### src/rtl/uart_packet_engine_if.sv
// Byte-level handshake between the packet engine (master) and the UART core (slave).
interface uart_packet_engine_if;
  logic [7:0] rx_data;
  logic       rx_ready;
  logic       rx_clear;
  logic [7:0] tx_data;
  logic       tx_wr_en;
  logic       tx_busy;

  modport master (
    input  rx_data, rx_ready, tx_busy,
    output rx_clear, tx_data, tx_wr_en
  );

  modport slave (
    output rx_data, rx_ready, tx_busy,
    input  rx_clear, tx_data, tx_wr_en
  );
endinterface

### src/rtl/uart_packet_engine.sv
// Byte-stream framer: assembles received header frames with idle-timeout resync and
// serialises nonces MSB-first to the UART, with a one-entry pending buffer.
module uart_packet_engine #(
  parameter int HEADER_BYTES   = 80,
  parameter int NONCE_BYTES    = 4,
  parameter int TIMEOUT_CYCLES = 5_000_000
) (
  input  logic                      clock,
  input  logic                      reset,
  uart_packet_engine_if.master      uart,
  input  logic [NONCE_BYTES*8-1:0]  nonce_in,
  input  logic                      nonce_valid,
  output logic [HEADER_BYTES*8-1:0] header_data,
  output logic                      header_valid,
  output logic                      rx_timeout,
  output logic                      nonce_drop,
  output logic                      tx_idle,
  output logic [31:0]               byte_count
);
  localparam int HW    = HEADER_BYTES * 8;
  localparam int NW    = NONCE_BYTES * 8;
  localparam int IDX_W = $clog2(HEADER_BYTES + 1);
  localparam int TO_W  = $clog2(TIMEOUT_CYCLES + 1);
  localparam int REM_W = $clog2(NONCE_BYTES + 1);

  typedef enum logic [1:0] {ST_IDLE, ST_SEND, ST_ACK, ST_DONE} tx_state_t;

  logic [HW-1:0]    r_asm;
  logic [HW-1:0]    r_header;
  logic [IDX_W-1:0] r_idx;
  logic [TO_W-1:0]  r_to_cnt;
  logic [31:0]      r_byte_count;
  logic             r_rx_clear;
  logic             r_hdr_valid;
  logic             r_rx_timeout;

  logic             w_accept;
  logic             w_last;
  logic             w_expire;
  logic [HW-1:0]    w_asm_nx;

  tx_state_t        r_state, w_state_nx;
  logic [NW-1:0]    r_shift, w_shift_nx;
  logic [REM_W-1:0] r_rem, w_rem_nx;
  logic [1:0]       r_ack_cnt, w_ack_nx;
  logic             r_tx_wr, w_tx_wr_nx;
  logic [7:0]       r_tx_data, w_tx_data_nx;
  logic             r_pend_v, w_pend_v_nx;
  logic [NW-1:0]    r_pend, w_pend_nx;
  logic             r_drop, w_drop_nx;
  logic             w_take_direct;

  // rx_clear masks the UART's one-cycle lag in dropping rx_ready.
  assign w_accept = uart.rx_ready && !r_rx_clear;
  assign w_last   = (r_idx == IDX_W'(HEADER_BYTES - 1));
  assign w_expire = (r_idx != '0) && (r_to_cnt == TO_W'(TIMEOUT_CYCLES - 1));

  // Next assembly value: shift in the received byte at the LSB end.
  always_comb begin
    w_asm_nx      = r_asm << 8;
    w_asm_nx[7:0] = uart.rx_data;
  end

  // RX framing, timeout resync and byte counting.
  always_ff @(posedge clock or negedge reset) begin
    if (!reset) begin
      r_asm        <= '0;
      r_header     <= '0;
      r_idx        <= '0;
      r_to_cnt     <= '0;
      r_byte_count <= 32'd0;
      r_rx_clear   <= 1'b0;
      r_hdr_valid  <= 1'b0;
      r_rx_timeout <= 1'b0;
    end else begin
      r_rx_clear   <= w_accept;
      r_hdr_valid  <= 1'b0;
      r_rx_timeout <= 1'b0;
      if (w_accept) begin
        r_asm        <= w_asm_nx;
        r_byte_count <= r_byte_count + 32'd1;
        r_to_cnt     <= '0;
        if (w_last) begin
          r_idx       <= '0;
          r_header    <= w_asm_nx;
          r_hdr_valid <= 1'b1;
        end else begin
          r_idx <= r_idx + IDX_W'(1);
        end
      end else if (w_expire) begin
        r_idx        <= '0;
        r_to_cnt     <= '0;
        r_rx_timeout <= 1'b1;
      end else if (r_idx != '0) begin
        r_to_cnt <= r_to_cnt + TO_W'(1);
      end else begin
        r_to_cnt <= '0;
      end
    end
  end

  // TX state register.
  always_ff @(posedge clock or negedge reset) begin
    if (!reset) begin
      r_state <= ST_IDLE;
    end else begin
      r_state <= w_state_nx;
    end
  end

  // TX next-state, datapath and pending-buffer decisions.
  always_comb begin
    w_state_nx    = r_state;
    w_shift_nx    = r_shift;
    w_rem_nx      = r_rem;
    w_ack_nx      = r_ack_cnt;
    w_tx_wr_nx    = 1'b0;
    w_tx_data_nx  = r_tx_data;
    w_pend_v_nx   = r_pend_v;
    w_pend_nx     = r_pend;
    w_drop_nx     = 1'b0;
    w_take_direct = 1'b0;
    case (r_state)
      ST_IDLE: begin
        if (r_pend_v) begin
          w_shift_nx  = r_pend;
          w_rem_nx    = REM_W'(NONCE_BYTES);
          w_pend_v_nx = 1'b0;
          w_state_nx  = ST_SEND;
        end else if (nonce_valid) begin
          w_shift_nx    = nonce_in;
          w_rem_nx      = REM_W'(NONCE_BYTES);
          w_take_direct = 1'b1;
          w_state_nx    = ST_SEND;
        end else begin
          w_state_nx = ST_IDLE;
        end
      end
      ST_SEND: begin
        if (!uart.tx_busy) begin
          w_tx_wr_nx   = 1'b1;
          w_tx_data_nx = r_shift[NW-1 -: 8];
          w_ack_nx     = 2'd0;
          w_state_nx   = ST_ACK;
        end else begin
          w_state_nx = ST_SEND;
        end
      end
      ST_ACK: begin
        // Give up waiting for busy after four cycles so a missed ack cannot hang TX.
        if (uart.tx_busy || (r_ack_cnt == 2'd3)) begin
          w_state_nx = ST_DONE;
        end else begin
          w_ack_nx = r_ack_cnt + 2'd1;
        end
      end
      ST_DONE: begin
        if (!uart.tx_busy) begin
          w_shift_nx = r_shift << 8;
          w_rem_nx   = r_rem - REM_W'(1);
          w_state_nx = (r_rem == REM_W'(1)) ? ST_IDLE : ST_SEND;
        end else begin
          w_state_nx = ST_DONE;
        end
      end
      default: begin
        w_state_nx = ST_IDLE;
      end
    endcase
    if (nonce_valid && !w_take_direct) begin
      if (!r_pend_v) begin
        w_pend_v_nx = 1'b1;
        w_pend_nx   = nonce_in;
      end else begin
        w_drop_nx = 1'b1;
      end
    end else begin
      w_drop_nx = 1'b0;
    end
  end

  // TX datapath and pending-buffer registers.
  always_ff @(posedge clock or negedge reset) begin
    if (!reset) begin
      r_shift   <= '0;
      r_rem     <= '0;
      r_ack_cnt <= 2'd0;
      r_tx_wr   <= 1'b0;
      r_tx_data <= 8'd0;
      r_pend_v  <= 1'b0;
      r_pend    <= '0;
      r_drop    <= 1'b0;
    end else begin
      r_shift   <= w_shift_nx;
      r_rem     <= w_rem_nx;
      r_ack_cnt <= w_ack_nx;
      r_tx_wr   <= w_tx_wr_nx;
      r_tx_data <= w_tx_data_nx;
      r_pend_v  <= w_pend_v_nx;
      r_pend    <= w_pend_nx;
      r_drop    <= w_drop_nx;
    end
  end

  assign uart.rx_clear = r_rx_clear;
  assign uart.tx_data  = r_tx_data;
  assign uart.tx_wr_en = r_tx_wr;
  assign header_data   = r_header;
  assign header_valid  = r_hdr_valid;
  assign rx_timeout    = r_rx_timeout;
  assign nonce_drop    = r_drop;
  assign byte_count    = r_byte_count;
  assign tx_idle       = (r_state == ST_IDLE) && !r_pend_v && !nonce_valid;

endmodule

### src/flat_wrapper.sv
// flat-port wrapper written by rule: the top's interface ports become plain ports
module uart_packet_engine_flat 
#(
  parameter int HEADER_BYTES   = 80,
  parameter int NONCE_BYTES    = 4,
  parameter int TIMEOUT_CYCLES = 5_000_000
)
  (clock, reset, nonce_in, nonce_valid, header_data, header_valid, rx_timeout, nonce_drop, tx_idle, byte_count, uart_rx_data, uart_rx_ready, uart_tx_busy, uart_rx_clear, uart_tx_data, uart_tx_wr_en);
  uart_packet_engine_if uart_i ();
  input  logic clock;
  input  logic reset;
  input  logic [NONCE_BYTES*8-1:0] nonce_in;
  input  logic nonce_valid;
  output logic [HEADER_BYTES*8-1:0] header_data;
  output logic header_valid;
  output logic rx_timeout;
  output logic nonce_drop;
  output logic tx_idle;
  output logic [31:0] byte_count;
  input wire logic [$bits(uart_i.rx_data)-1:0] uart_rx_data;
  input wire logic [$bits(uart_i.rx_ready)-1:0] uart_rx_ready;
  input wire logic [$bits(uart_i.tx_busy)-1:0] uart_tx_busy;
  output wire logic [$bits(uart_i.rx_clear)-1:0] uart_rx_clear;
  output wire logic [$bits(uart_i.tx_data)-1:0] uart_tx_data;
  output wire logic [$bits(uart_i.tx_wr_en)-1:0] uart_tx_wr_en;
  assign uart_i.rx_data = uart_rx_data;
  assign uart_i.rx_ready = uart_rx_ready;
  assign uart_i.tx_busy = uart_tx_busy;
  assign uart_rx_clear = uart_i.rx_clear;
  assign uart_tx_data = uart_i.tx_data;
  assign uart_tx_wr_en = uart_i.tx_wr_en;
  uart_packet_engine #(.HEADER_BYTES(HEADER_BYTES), .NONCE_BYTES(NONCE_BYTES), .TIMEOUT_CYCLES(TIMEOUT_CYCLES)) u_core (.clock(clock), .reset(reset), .uart(uart_i), .nonce_in(nonce_in), .nonce_valid(nonce_valid), .header_data(header_data), .header_valid(header_valid), .rx_timeout(rx_timeout), .nonce_drop(nonce_drop), .tx_idle(tx_idle), .byte_count(byte_count));
endmodule
### config.mk
export PLATFORM = sky130hd
export DESIGN_NAME = uart_packet_engine_flat
export DESIGN_NICKNAME = d
export VERILOG_FILES = /design/src/rtl/uart_packet_engine_if.sv /design/src/rtl/uart_packet_engine.sv /design/src/flat_wrapper.sv
export SDC_FILE = /design/constraint.sdc
export NUM_CORES = 2
export LEC_CHECK = 0
export CORE_ASPECT_RATIO = 2
export CORE_MARGIN = 2
export CORE_UTILIZATION = 30
export CTS_CLUSTER_SIZE = 25
export DETAILED_ROUTE_END_ITERATION = 16
export PLACE_DENSITY = 0.56
export SLEW_MARGIN = 0
export SYNTH_ARGS = -nofsm -noshare
export SYNTH_HDL_FRONTEND = slang
export SYNTH_SLANG_ARGS = --single-unit
### constraint.sdc
create_clock -name clock -period 3.8 [get_ports clock]
set_clock_uncertainty 0.2 [all_clocks]
set_input_delay 0.38 -clock clock [delete_from_list [all_inputs] [get_ports clock]]
set_output_delay 0.38 -clock clock [all_outputs]
set_load 0.05 [all_outputs]
==> metrics.cfg <==
[logic_synthesis]
async_flop_share_pct=100
synth_edf_count=0
synth_most_common_cell=nand2_1
synth_common_cells=3884 x nand2_1, 1419 x dfrtp_1, 166 x buf_2, 127 x clkbuf_1, 68 x nor2_1
ys.flop_type=dfrtp_1
yosys.area.top_type_share_pct=65.4
synth-seq-cells=1419
syn_nets=6066
synth.avg_cell_area_um2=9.04
yosysWarnings=0
synth-seq-area-share_pct=65.4
syn_area_um2=54300
yosysTopAreaCell=dfrtp_1
yosysUniqueCellTypes=49
synthCells=6009
synthTopCellsByArea=dfrtp_1 65%, nand2_1 27%, buf_2 1.5%

[worst_setup_path]
critical_path_required_ns=3.22
crit_fanout=4
reg2reg_depth=8
cp_top_family=buffers and inverters
r2r_start=u_core.r_idx[0]
crit_path_end_kind=primary output
cp_num_cells=4
worstReg2RegEnd=u_core.header_data[384]
critPathLaunch=u_core.r_state[1]
crit_arrival_ns=2.68
reg2reg_setup_slack_ns=1.07
crit_path_max_incr_delay_ns=0.89
path_cells=inv_1, ha_1, and2_1, clkdlybuf4s50_1
crit_buf_inv=2
crit_type=register to primary output
slowest_stage=clkdlybuf4s50_1
crit_path_start_kind=register
cp-endpoint=tx_idle

[floorplan]
core_area_um2=180000
die_y_um=606
die_w_um=305
ioPinCount=731
rows=220
initial_core_util_pct=30.2
die-area_um2=185000

[grt]
antenna_found_initial=2
grt_max_degree=170
first_global_vias=41800
grtUsageMet2_pct=29.6
use_met3_pct=4.57
top_usage_layer=met2
grtUsageTotal_pct=18.2
grt_overflow_total=0
use_met1_pct=23.8
grt_pass1_wl_um=262000

[timing]
hold_viol_final=0
tightest_slew_ns=1.09
hold_ws_ns=0.0915
slew_violations=0
fin_tns_setup_ns=0
grt_setup_unrepaired=false
relSlewSlack_pct=27.5
timing.fmax_mhz=306
setup_violations=0
fin_crit_sh_pct=85.9
finalCriticalPeriod_ns=3.26

[clock_tree]
ctsHoldBuffers=13
cts-root-buf=clkbuf_16
path_clk_slew_ns=0.06
cts_tree=yes
cts.repair.resized=0
post_cts_buffers=0
clkLatencyLatePin_ns=0.76
clock_path_buffers=4
cts-buffers-inserted=141
clkSinkCount=1419
cts_max_level=4

[min_path]
holdCritPathClass=input port to asynchronous set/reset pin

[drt]
wl_per_cell_um=18.6
vias=41400
dr.pass1.iters=7
viasPerCell=4.54
initialDrtViolationCount=2755
routed_wirelength_um=170000
antenna_left=0
drc=0

[job]
cap_violations=0

[finish]
layout.nets=6744
fillers=18100
design_area_um2=69200
syn_to_final_growth_pct=27.4
drive_above_1_share_pct=5.49

[pwr]
ir_drop_mv=0.387
power.density_nw_per_um2=507
finalPower_mw=35.1
leakage_nw=36.8

[placement]
place_congestion=0.830
portBuffers=730
hpwlAfterDp_um=115000
dpl-instance-area_um2=64400

[run_status]
status=completed

-- cell usage in the layout (no fill, tap or decap), types with 16 or more instances in the layout --
cell type | netlist | routed
a21oi_1 | 30 | 30
buf_12 | 0 | 36
buf_4 | 5 | 65
clkbuf_1 | 127 | 25
clkbuf_16 | 0 | 143
clkbuf_8 | 0 | 24
clkdlybuf4s50_1 | 0 | 729
clkinv_2 | 0 | 16
dfrtp_1 | 1419 | 1418
mux2_2 | 42 | 42
mux2i_1 | 32 | 32
nand2_1 | 3884 | 3884
nand3_1 | 24 | 24
nand4_1 | 19 | 19
nor2_1 | 68 | 68
o21ai_0 | 42 | 42
xnor2_1 | 35 | 35
xor2_1 | 16 | 16
-- worst min-delay path by stage --
stage	startpoint	depth (start not counted)	endpoint	slack [ns]
CTS	nonce_in[11]	2	u_core.r_pend[11]	0.0009
global placement	reset	1	u_core.r_asm[519]	0.24
floorplan	reset	0	u_core.byte_count[0]	-0.12
detailed placement	reset	1	u_core.r_asm[519]	0.24
global route	nonce_in[8]	2	u_core.r_pend[8]	0.05
finish	reset	2	u_core.r_asm[519]	0.09
-- power breakdown --
group | internal, mW | total [mW] | leakage, nW | switching, mW
registers | 16.1 | 16.9 | 19.6 | 0.815
clock network | 8.31 | 14.4 | 2.29 | 6.11
logic | 1.29 | 3.75 | 14.9 | 2.45
-- area by class of cell --
class	count	area [um2]	share of cell area [%]
Tap cell	2331	2920	4.22
Antenna cell	1	2.50	0.00362
Multi-Input combinational cell	4268	17400	25.1
Sequential cell	1419	35500	51.3
Timing Repair Buffer	844	8660	12.5
Clock inverter	46	662	0.957
Inverter	13	63.8	0.0922
Clock buffer	192	4000	5.79
-- metrics by stage --
stage / util [%] / std cells / worst slack [ns]
CTS: 38.5 / 9113 / 0.466
floorplan: - / 6009 / 1.46
global placement: 35.8 / 8862 / 0.783
detailed placement: 35.8 / 8862 / 0.799
finish: 38.5 / 9114 / 0.537
global route: 38.5 / 9114 / 0.386
-- state kept, by name, summed over array words and instances, names as in the netlist --
register / flops
u_core.r_state: 2
u_core.rx_timeout: 1
u_core.r_shift: 32
u_core.r_asm: 632
u_core.r_pend_v: 1
u_core.r_rem: 3
u_core.r_ack_cnt: 2
u_core.header_valid: 1
u_core.byte_count: 32
u_core.nonce_drop: 1
u_core.uart.tx_wr_en: 1
u_core.header_data: 640
u_core.r_pend: 32
u_core.uart.tx_data: 8
u_core.r_idx: 7
u_core.uart.rx_clear: 1
u_core.r_to_cnt: 23
-- layer usage --
metal / vias to the layer above / part of all wire [%]
met5: - / 0.0094
met1: 20300 / 43
li1: 19600 / -
met3: 215 / 7.1
met2: 1226 / 47
met4: 2 / 3.0
-- kinds of logic after synthesis --
| logic type | after synthesis | synth area share (%) |
|---|---|---|
| xor gates and xnor gates | 51 | 0.823 |
| muxes | 74 | 1.46 |
| and+or+nand+nor | 4042 | 28.5 |
| buffers and inverters | 322 | 2.64 |
| DFF | 1419 | 65.4 |
| AOI/OAI and AO/OA | 89 | 0.917 |
| adders and majority gates | 12 | 0.277 |
-- worst register-to-register path, stage by stage (launching register included) --
cell     delay, ns
dfrtp_1       0.43
ha_1          0.26
and3_1        0.25
nand4_1       0.11
buf_4         0.17
buf_12        0.24
buf_12        0.47
nand2_1       0.45
nand2_1       0.10
Power figures use the tool's default switching activity.
